[config.mk]
export PLATFORM = sky130hd
export DESIGN_NAME = mem_data_if
export DESIGN_NICKNAME = d
export VERILOG_FILES = /design/src/rtl/mem_data_if_pkg.sv /design/src/rtl/mem_data_if_load_extend.sv /design/src/rtl/mem_data_if.sv
export SDC_FILE = /design/constraint.sdc
export NUM_CORES = 1
export LEC_CHECK = 0
export BUFFER_PORTS_ARGS = -buffer_cell sky130_fd_sc_hd__buf_2
export CAP_MARGIN = 0
export CORE_ASPECT_RATIO = 0.7
export CORE_UTILIZATION = 40
export DETAILED_ROUTE_END_ITERATION = 8
export PLACE_DENSITY = 0.7
export SLEW_MARGIN = 20
export SYNTH_ARGS = -nofsm -noshare
export SYNTH_HDL_FRONTEND = slang
export SYNTH_SLANG_ARGS = --single-unit
[constraint.sdc]
create_clock -name clk -period 3.1 [get_ports clk]
set_input_delay 0.155 -clock clk [delete_from_list [all_inputs] [get_ports clk]]
set_output_delay 0.155 -clock clk [all_outputs]
set_load 0.05 [all_outputs]
[src/rtl/mem_data_if_pkg.sv]
// Shared definitions for the data-memory access stage.
package mem_data_if_pkg;

    localparam int unsigned WORD_BYTES = 4;
    localparam int unsigned XLEN       = WORD_BYTES * 8;

    // RV32I load/store width codes
    localparam logic [2:0] F3_B  = 3'b000;
    localparam logic [2:0] F3_H  = 3'b001;
    localparam logic [2:0] F3_W  = 3'b010;
    localparam logic [2:0] F3_BU = 3'b100;
    localparam logic [2:0] F3_HU = 3'b101;

    // FSM encoding
    localparam logic [1:0] S_IDLE = 2'd0;
    localparam logic [1:0] S_REQ  = 2'd1;
    localparam logic [1:0] S_DONE = 2'd2;

    // Memory-port payload held stable for the whole request
    typedef struct packed {
        logic                  we;
        logic [XLEN-1:0]       addr;
        logic [WORD_BYTES-1:0] be;
        logic [XLEN-1:0]       wdata;
    } mem_cmd_t;

    // Width code is a real access for this direction
    function automatic logic f3_legal(input logic [2:0] f3, input logic is_store);
        case (f3)
            F3_B, F3_H, F3_W: return 1'b1;
            F3_BU, F3_HU:     return !is_store;
            default:          return 1'b0;
        endcase
    endfunction

    // Natural alignment check for halves and words
    function automatic logic f3_misaligned(input logic [2:0] f3, input logic [1:0] lo);
        case (f3)
            F3_H, F3_HU: return lo[0];
            F3_W:        return lo != 2'b00;
            default:     return 1'b0;
        endcase
    endfunction

    // Byte-lane enables for the addressed lanes
    function automatic logic [WORD_BYTES-1:0] f3_byte_en(input logic [2:0] f3, input logic [1:0] lo);
        case (f3)
            F3_B, F3_BU: return 4'b0001 << lo;
            F3_H, F3_HU: return lo[1] ? 4'b1100 : 4'b0011;
            default:     return 4'b1111;
        endcase
    endfunction

    // Replicate narrow store data onto every lane
    function automatic logic [XLEN-1:0] f3_store_data(input logic [2:0] f3, input logic [XLEN-1:0] wd);
        case (f3)
            F3_B:    return {4{wd[7:0]}};
            F3_H:    return {2{wd[15:0]}};
            default: return wd;
        endcase
    endfunction

endpackage

[src/rtl/mem_data_if_load_extend.sv]
// Selects the addressed byte/half of a read word and sign/zero extends it.
module load_extend
    import mem_data_if_pkg::*;
(
    input  logic [XLEN-1:0] i_mem_rdata,
    input  logic [1:0]      i_addr_lo,
    input  logic [2:0]      i_funct3,
    output logic [XLEN-1:0] o_data_c
);

    logic [7:0]  w_byte;
    logic [15:0] w_half;

    // Lane selection and extension
    always_comb begin
        w_byte   = 8'h00;
        w_half   = 16'h0000;
        o_data_c = '0;
        case (i_addr_lo)
            2'd0:    w_byte = i_mem_rdata[7:0];
            2'd1:    w_byte = i_mem_rdata[15:8];
            2'd2:    w_byte = i_mem_rdata[23:16];
            default: w_byte = i_mem_rdata[31:24];
        endcase
        w_half = i_addr_lo[1] ? i_mem_rdata[31:16] : i_mem_rdata[15:0];
        case (i_funct3)
            F3_B:    o_data_c = {{24{w_byte[7]}}, w_byte};
            F3_BU:   o_data_c = {24'h000000, w_byte};
            F3_H:    o_data_c = {{16{w_half[15]}}, w_half};
            F3_HU:   o_data_c = {16'h0000, w_half};
            F3_W:    o_data_c = i_mem_rdata;
            default: o_data_c = '0;
        endcase
    end

endmodule

[src/rtl/mem_data_if.sv]
// Data-memory access stage: one load or store over a req/ack word port.
module mem_data_if
    import mem_data_if_pkg::*;
#(
    parameter int unsigned TIMEOUT = 16
)
(
    input  logic                  clk,
    input  logic                  rst,
    input  logic                  start,
    input  logic [XLEN-1:0]       addr,
    input  logic                  we,
    input  logic [2:0]            funct3,
    input  logic [XLEN-1:0]       wdata,
    output logic                  busy,
    output logic                  done,
    output logic                  err,
    output logic [XLEN-1:0]       rdata,
    output logic                  mem_req,
    output logic                  mem_we,
    output logic [XLEN-1:0]       mem_addr,
    output logic [WORD_BYTES-1:0] mem_be,
    output logic [XLEN-1:0]       mem_wdata,
    input  logic                  mem_ack,
    input  logic [XLEN-1:0]       mem_rdata
);

    localparam int unsigned CNT_W = (TIMEOUT < 1) ? 1 : $clog2(TIMEOUT + 1);

    logic [1:0]       r_state;
    logic [1:0]       w_state_nxt;
    logic [CNT_W-1:0] r_cnt;
    logic [CNT_W-1:0] w_cnt_nxt;
    logic [CNT_W-1:0] w_cnt_inc;
    mem_cmd_t         r_cmd;
    logic [1:0]       r_addr_lo;
    logic [2:0]       r_funct3;
    logic             r_busy;
    logic             r_done;
    logic             r_err;
    logic             r_mem_req;
    logic [XLEN-1:0]  r_rdata;
    logic [XLEN-1:0]  w_load_data;
    logic             w_accept;
    logic             w_bad;
    logic             w_done_nxt;
    logic             w_err_nxt;
    logic             w_load_cap;

    load_extend u_load_extend (
        .i_mem_rdata (mem_rdata),
        .i_addr_lo   (r_addr_lo),
        .i_funct3    (r_funct3),
        .o_data_c    (w_load_data)
    );

    // State and timeout counter registers
    always_ff @(posedge clk or posedge rst) begin
        if (rst) begin
            r_state <= S_IDLE;
            r_cnt   <= '0;
        end else begin
            r_state <= w_state_nxt;
            r_cnt   <= w_cnt_nxt;
        end
    end

    // Next-state, timeout and completion decode
    always_comb begin
        w_state_nxt = r_state;
        w_cnt_nxt   = r_cnt;
        w_cnt_inc   = (r_cnt == '1) ? r_cnt : r_cnt + CNT_W'(1);
        w_accept    = 1'b0;
        w_bad       = 1'b0;
        w_done_nxt  = 1'b0;
        w_err_nxt   = 1'b0;
        w_load_cap  = 1'b0;
        case (r_state)
            S_IDLE: begin
                if (start) begin
                    w_accept = 1'b1;
                    w_bad    = !f3_legal(funct3, we) || f3_misaligned(funct3, addr[1:0]);
                    if (w_bad) begin
                        w_state_nxt = S_DONE;
                        w_done_nxt  = 1'b1;
                        w_err_nxt   = 1'b1;
                    end else begin
                        w_state_nxt = S_REQ;
                        w_cnt_nxt   = '0;
                    end
                end
            end
            S_REQ: begin
                if (mem_ack) begin
                    w_state_nxt = S_DONE;
                    w_done_nxt  = 1'b1;
                    w_load_cap  = !r_cmd.we;
                end else if (TIMEOUT != 0) begin
                    w_cnt_nxt = w_cnt_inc;
                    if (w_cnt_inc == CNT_W'(TIMEOUT)) begin
                        w_state_nxt = S_DONE;
                        w_done_nxt  = 1'b1;
                        w_err_nxt   = 1'b1;
                    end
                end
            end
            S_DONE:  w_state_nxt = S_IDLE;
            default: w_state_nxt = S_IDLE;
        endcase
    end

    // Registered outputs, latched request fields and load result
    always_ff @(posedge clk or posedge rst) begin
        if (rst) begin
            r_busy    <= 1'b0;
            r_done    <= 1'b0;
            r_err     <= 1'b0;
            r_mem_req <= 1'b0;
            r_rdata   <= '0;
            r_cmd     <= '0;
            r_addr_lo <= 2'b00;
            r_funct3  <= 3'b000;
        end else begin
            r_busy    <= (w_state_nxt != S_IDLE);
            r_done    <= w_done_nxt;
            r_err     <= w_err_nxt;
            r_mem_req <= (w_state_nxt == S_REQ);
            if (w_accept) begin
                r_cmd.we    <= we;
                r_cmd.addr  <= {addr[XLEN-1:2], 2'b00};
                r_cmd.be    <= f3_byte_en(funct3, addr[1:0]);
                r_cmd.wdata <= f3_store_data(funct3, wdata);
                r_addr_lo   <= addr[1:0];
                r_funct3    <= funct3;
            end
            if (w_load_cap) begin
                r_rdata <= w_load_data;
            end
        end
    end

    assign busy      = r_busy;
    assign done      = r_done;
    assign err       = r_err;
    assign rdata     = r_rdata;
    assign mem_req   = r_mem_req;
    assign mem_we    = r_cmd.we;
    assign mem_addr  = r_cmd.addr;
    assign mem_be    = r_cmd.be;
    assign mem_wdata = r_cmd.wdata;

endmodule

* Word level (Yosys, flattened, before mapping) *
Cells that the tools add are included.

word-level totals
  register bits = 115
  input bits = 104
  logic and storage cells = 81

operators by class
  multiplexer cells = 33
  equality and inequality tests = 17
  add/subtract/negate cells = 1
  reduce and logical (&&, ||, !) cells = 16
  shifts and indexed selects = 1

operator list
  operator                                                          number
  32-bit case mux with 5 select lines                               1
  32-bit case mux with 2 select lines                               1
  8-bit case mux with 3 select lines                                1
  5-bit two-way mux                                                 4
  16-bit two-way mux                                                1
  1-bit two-way mux                                                 13
  3-bit == test (second input constant)                             4
  5-bit == test (second input constant)                             2
  5-bit case mux with 2 select lines                                1
  2-bit two-way mux                                                 4
  1-bit case mux with 2 select lines                                4
  4-bit case mux with 2 select lines                                1
  2-bit by 1-bit == test with 1-bit output (second input constant)  3
  3-bit by 1-bit == test with 1-bit output (second input constant)  2
  3-bit by 2-bit == test with 1-bit output (second input constant)  2
  3-bit logical NOT                                                 2
  2-bit != test (second input constant)                             3
  2-bit nonzero test                                                3
  2-bit OR reduction                                                3
  5-bit by 1-bit adder with 5-bit output (second input constant)    1
  2-bit logical NOT                                                 2
  4-bit two-way mux                                                 1
  2-bit case mux with 2 select lines                                1
  4-bit AND reduction                                               1
  5 further kinds                                                   7

* Logic depth before layout (Yosys ltp) *
  depth in word-level cells = 11
  gate-level depth with buffers = 8

* Hierarchy *
From an unflattened synthesis, not the netlist that was laid out.

second synthesis, totals
  cell total of the unflattened synthesis = 598
  area, all modules = 5,845.6 um2

modules (own cells, without submodules)
  module       instances  cells an instance  area an instance (um2)
  mem_data_if  1          464                4,774.6
  load_extend  1          134                1,071.0

* Worst setup path before layout *
No wires, ideal clock.

  kind = register to register
  start = register r_addr_lo[1]
  end = register r_rdata[16] (netlist: rdata[16])
  cell stages (with the launch flop) = 6
  arrival = 1.690 ns
  library setup time = 0.121 ns
  path slack = 1.289 ns
  path through = dfrtp_1 mux4_2 a22oi_2 clkbuf_2 o21ai_0 a22o_2

between the ends
  word-level cells in the longest chain between the ends = 3
  elaborated cells between the ends (all ways) = 6

RTL lines
  item                                         RTL line                       text
  start, declared                              mem_data_if.sv:36              logic [1:0] r_addr_lo;
  start signal, assigned                       mem_data_if.sv:133             r_addr_lo <= addr[1:0];
  2-bit == test, or another cell as far along  mem_data_if_load_extend.sv:19  case (i_addr_lo)
  8-bit case mux with 3 select lines           mem_data_if_load_extend.sv:19
  32-bit case mux with 5 select lines *        mem_data_if_load_extend.sv:26  case (i_funct3)
  end signal, assigned                         mem_data_if.sv:137             r_rdata <= w_load_data;
  end, declared                                mem_data_if.sv:42              logic [XLEN-1:0] r_rdata;

Mark *: on every way between the ends. The rest lies on a longest branch, timed or not.
A chain may end at the register's enable or synchronous reset.

* Worst setup path after layout *
  start = register r_state[1]
  end = register r_rdata[20] (netlist: rdata[20])

between the ends
  word-level cells in the longest chain between the ends = 2

RTL lines
  item                                      RTL line           text
  start, declared                           mem_data_if.sv:30  logic [1:0] r_state;
  start signal, assigned                    mem_data_if.sv:63  r_state <= w_state_nxt;
  2-bit by 1-bit == test with 1-bit output  mem_data_if.sv:78  case (r_state)
  1-bit two-way mux                         mem_data_if.sv:78

Every way passes these cells.

==> qor.csv <==
stage,metric,value,unit
finish,area_growth,39.66,%
global_routing,grt_use_total,0.2390,
yosys,syn_area,0.005435,mm²
setup_path,start_kind,flop,
clock_tree,cts_tree,yes,
yosys,synth-seq-area-share,0.5295,
clock_tree,cts.sinks,115,
sta,clock_skew,0.01293,ns
finish,utilization,0.5740,
global_routing,grt_max_degree,92,
min_path,hp-class,in2reg,
min_path,holdPathStages,3,
setup_path,cp.required,3.44,ns
detailed_routing,wl,16320,µm
global_routing,grt_pass1_vias,5142,
floorplan,io_pins,209,
yosys,synthSimpleGateAreaFrac,0.1717,
clock_tree,cts-buffers-inserted,17,
power_and_ir_drop,leakagePower,0.003826,µW
yosys,async_reset_ff_frac,1.000,
yosys,synthCells,573,
power_and_ir_drop,power.density,1042,mW/mm²
yosys,syn_avg_cell_area,9.486,µm²
floorplan,die_h,99.53,µm
sta,slew_headroom,0.3937,
sta,hold_viol_final,0,
setup_path,crit_type,reg2reg,
sta,setup_tns,0,ns
run_status,status,finished clean,
clock_tree,clock_latency,0.41,ns
flow_run,cap_viol_max_count,0,
setup_path,ff2ff_path_depth,5,
yosys,synthAdderAreaFrac,0.002302,
floorplan,dieArea,0.01407,mm²
setup_path,worst-path-buf-inv,1,
clock_tree,clk_pin_slew,0.06,ns
detailed_routing,first_iter_violations,287,
yosys,synth_edf_count,0,
finish,antenna-diode-count,0,
yosys,synth_area_leaders,"dfrtp_1, nand2_1, o21ai_0, mux2i_1, mux4_2",
power_and_ir_drop,peakVddDrop,0.0005997,V
global_routing,grt_pass1_wl,26180,µm
yosys,yosysTopAreaCellShare,0.5295,
clock_tree,cts-root-buf,clkbuf_16,
yosys,yosysTopAreaCell,dfrtp_1,
power_and_ir_drop,finalPower,7912,µW
place,gp_congestion,0.9304,
sta,tightest_slew,0.9045,ns
setup_path,worst_ep_arrival_time,2.67,ns
yosys,synthFlopType,dfrtp_1,
sta,setup_ws,0.7664,ns
floorplan,die_w,141.3,µm
floorplan,std_cell_rows,35,
sta,max_freq,0.4285,GHz
place,dp_slack,0.8758,ns
setup_path,worst_path_dominant_cell_family,compound AO/OA/AOI/OAI gates,
setup_path,critical-path-max-stage-delay,0.65,ns
sta,period_share,0.7528,
yosys,ys_types,51,
yosys,synth_top_family_by_area,simple AND/OR/NAND/NOR gates,
global_routing,gr-total-overflow,0,
detailed_routing,post-route-drc-count,0,
detailed_routing,vias_per_cell,5.159,
sta,setup_viol,0,
sta,report.final.slew_viol_count,0,
clock_tree,cts.path.max_buffers,2,
setup_path,cpMaxStageDelayCell,a211oi_4,
place,dp_hpwl,11020,µm
global_routing,antenna_found_initial,0,
place,io_buffer_count,206,
sta,whs,0.01327,ns
finish,fin_nets,905,
yosys,synth_mux_area_frac,0.08333,
setup_path,worstPathCellList,nand2b_4 -> or3b_1 -> buf_4 -> a211oi_4 -> a22o_2,
clock_tree,cts_max_level,4,
sta,final.min_clock_period,2.334,ns
yosys,ys_ff_latch,115,
floorplan,core,0.01323,mm²
floorplan,initial_core_util,0.4110,
setup_path,crit_cells,5,
setup_path,worst-path-max-fanout,36,
setup_path,end_kind,flop,
detailed_routing,wire_per_inst,16.35,µm
yosys,yosysWarningCount,0,
finish,drive_gt1_frac,0.3407,
yosys,synth_compound_area_frac,0.1715,
sta,grt_setup_unrepaired,no,
yosys,synth_xor_area_frac,0,
detailed_routing,drtPass1Iterations,5,
detailed_routing,ant_nets,0,
detailed_routing,route.vias.total,5149,
layout make-up:
class	instances	area, µm²
repair buffers	248	1441
flip-flops and latches	115	2878
multi-input cells	410	2355
well taps	185	231.5
fillers	1189	5634
clock buffers	22	474.2
inverters	8	33.78
clock inverters	10	177.7
synthesized netlist by cell type (all sizes together) (2+ instances only):
| cell type | number |
|---|---|
| a211oi | 2 |
| a21o | 2 |
| a21oi | 17 |
| a22o | 16 |
| a22oi | 18 |
| a2bb2oi | 2 |
| a31o | 2 |
| a31oi | 5 |
| and3 | 3 |
| buf | 13 |
| clkbuf | 28 |
| dfrtp | 115 |
| inv | 8 |
| mux2 | 2 |
| mux2i | 25 |
| mux4 | 8 |
| nand2 | 185 |
| nand2b | 2 |
| nand3 | 3 |
| nor2 | 17 |
| nor2b | 3 |
| nor3 | 3 |
| nor4bb | 2 |
| o21ai | 68 |
| o22ai | 6 |
| o31ai | 2 |
worst min-delay path, cell delays in order:
cell	delay, ns
buf_2	0.12
nand2_1	0.05
nand2_1	0.05
repair_timing:
item,in CTS,in global routing
hold buffers,33,0
endpoints found under the hold margin,56,0
setup buffers,0,0
gates resized for setup,0,0
power by group:
| group | switching, µW | internal [µW] |
|---|---|---|
| logic | 2520 | 867 |
| clock network | 677 | 1490 |
| registers | 362 | 2000 |
metrics by stage:
stage / instance area (µm²) / instances
2_1_floorplan: 5443 / 574
3_3_place_gp: 6604 / 933
3_5_place_dp: 6604 / 933
4_1_cts: 7586 / 998
5_1_grt: 7591 / 998
6_report: 7591 / 998
per-layer routing:
layer,vias up,track usage,routed length [µm]
met4,0,0.08779,239
li1,2425,-,-
met3,22,0.07559,1381
met5,-,0,0
met2,230,0.3740,7608
met1,2472,0.3123,7086
worst paths after layout:
check	from	end	slack [ns]
max	r_state[1]	rdata[20]	0.77
min	wdata[2]	mem_wdata[2]	0.01
max reg2reg	r_state[1]	rdata[20]	0.77
min reg2reg	mem_addr[5]	mem_addr[5]	0.47
max in group asynchronous	rst	mem_addr[16]	1.90
min in group asynchronous	rst	rdata[20]	0.37
sequential cells by signal (all words and copies together) (netlist names), 2 cells and up:
| register | count |
|---|---|
| mem_wdata | 32 |
| rdata | 32 |
| mem_addr | 30 |
| r_cnt | 5 |
| mem_be | 4 |
| r_funct3 | 3 |
| r_addr_lo | 2 |
| r_state | 2 |
layout by cell type, fill, tap and decap left out, types with 10 or more instances in the layout:
master / n
mux2i_1: 25
buf_2: 206
a22oi_1: 17
clkbuf_16: 17
dlygate4sd3_1: 33
dfrtp_1: 115
a21oi_1: 17
nor2_1: 16
a22o_2: 10
o21ai_0: 68
nand2_1: 184
cells by family after synthesis:
group | after synthesis
other | 1
adders and majority gates | 1
and+or+nand+nor | 226
AOI/OAI and AO/OA | 146
muxes | 35
DFF | 115
buffers and inverters | 49
Note: power is estimated with default switching activity, not from simulation.
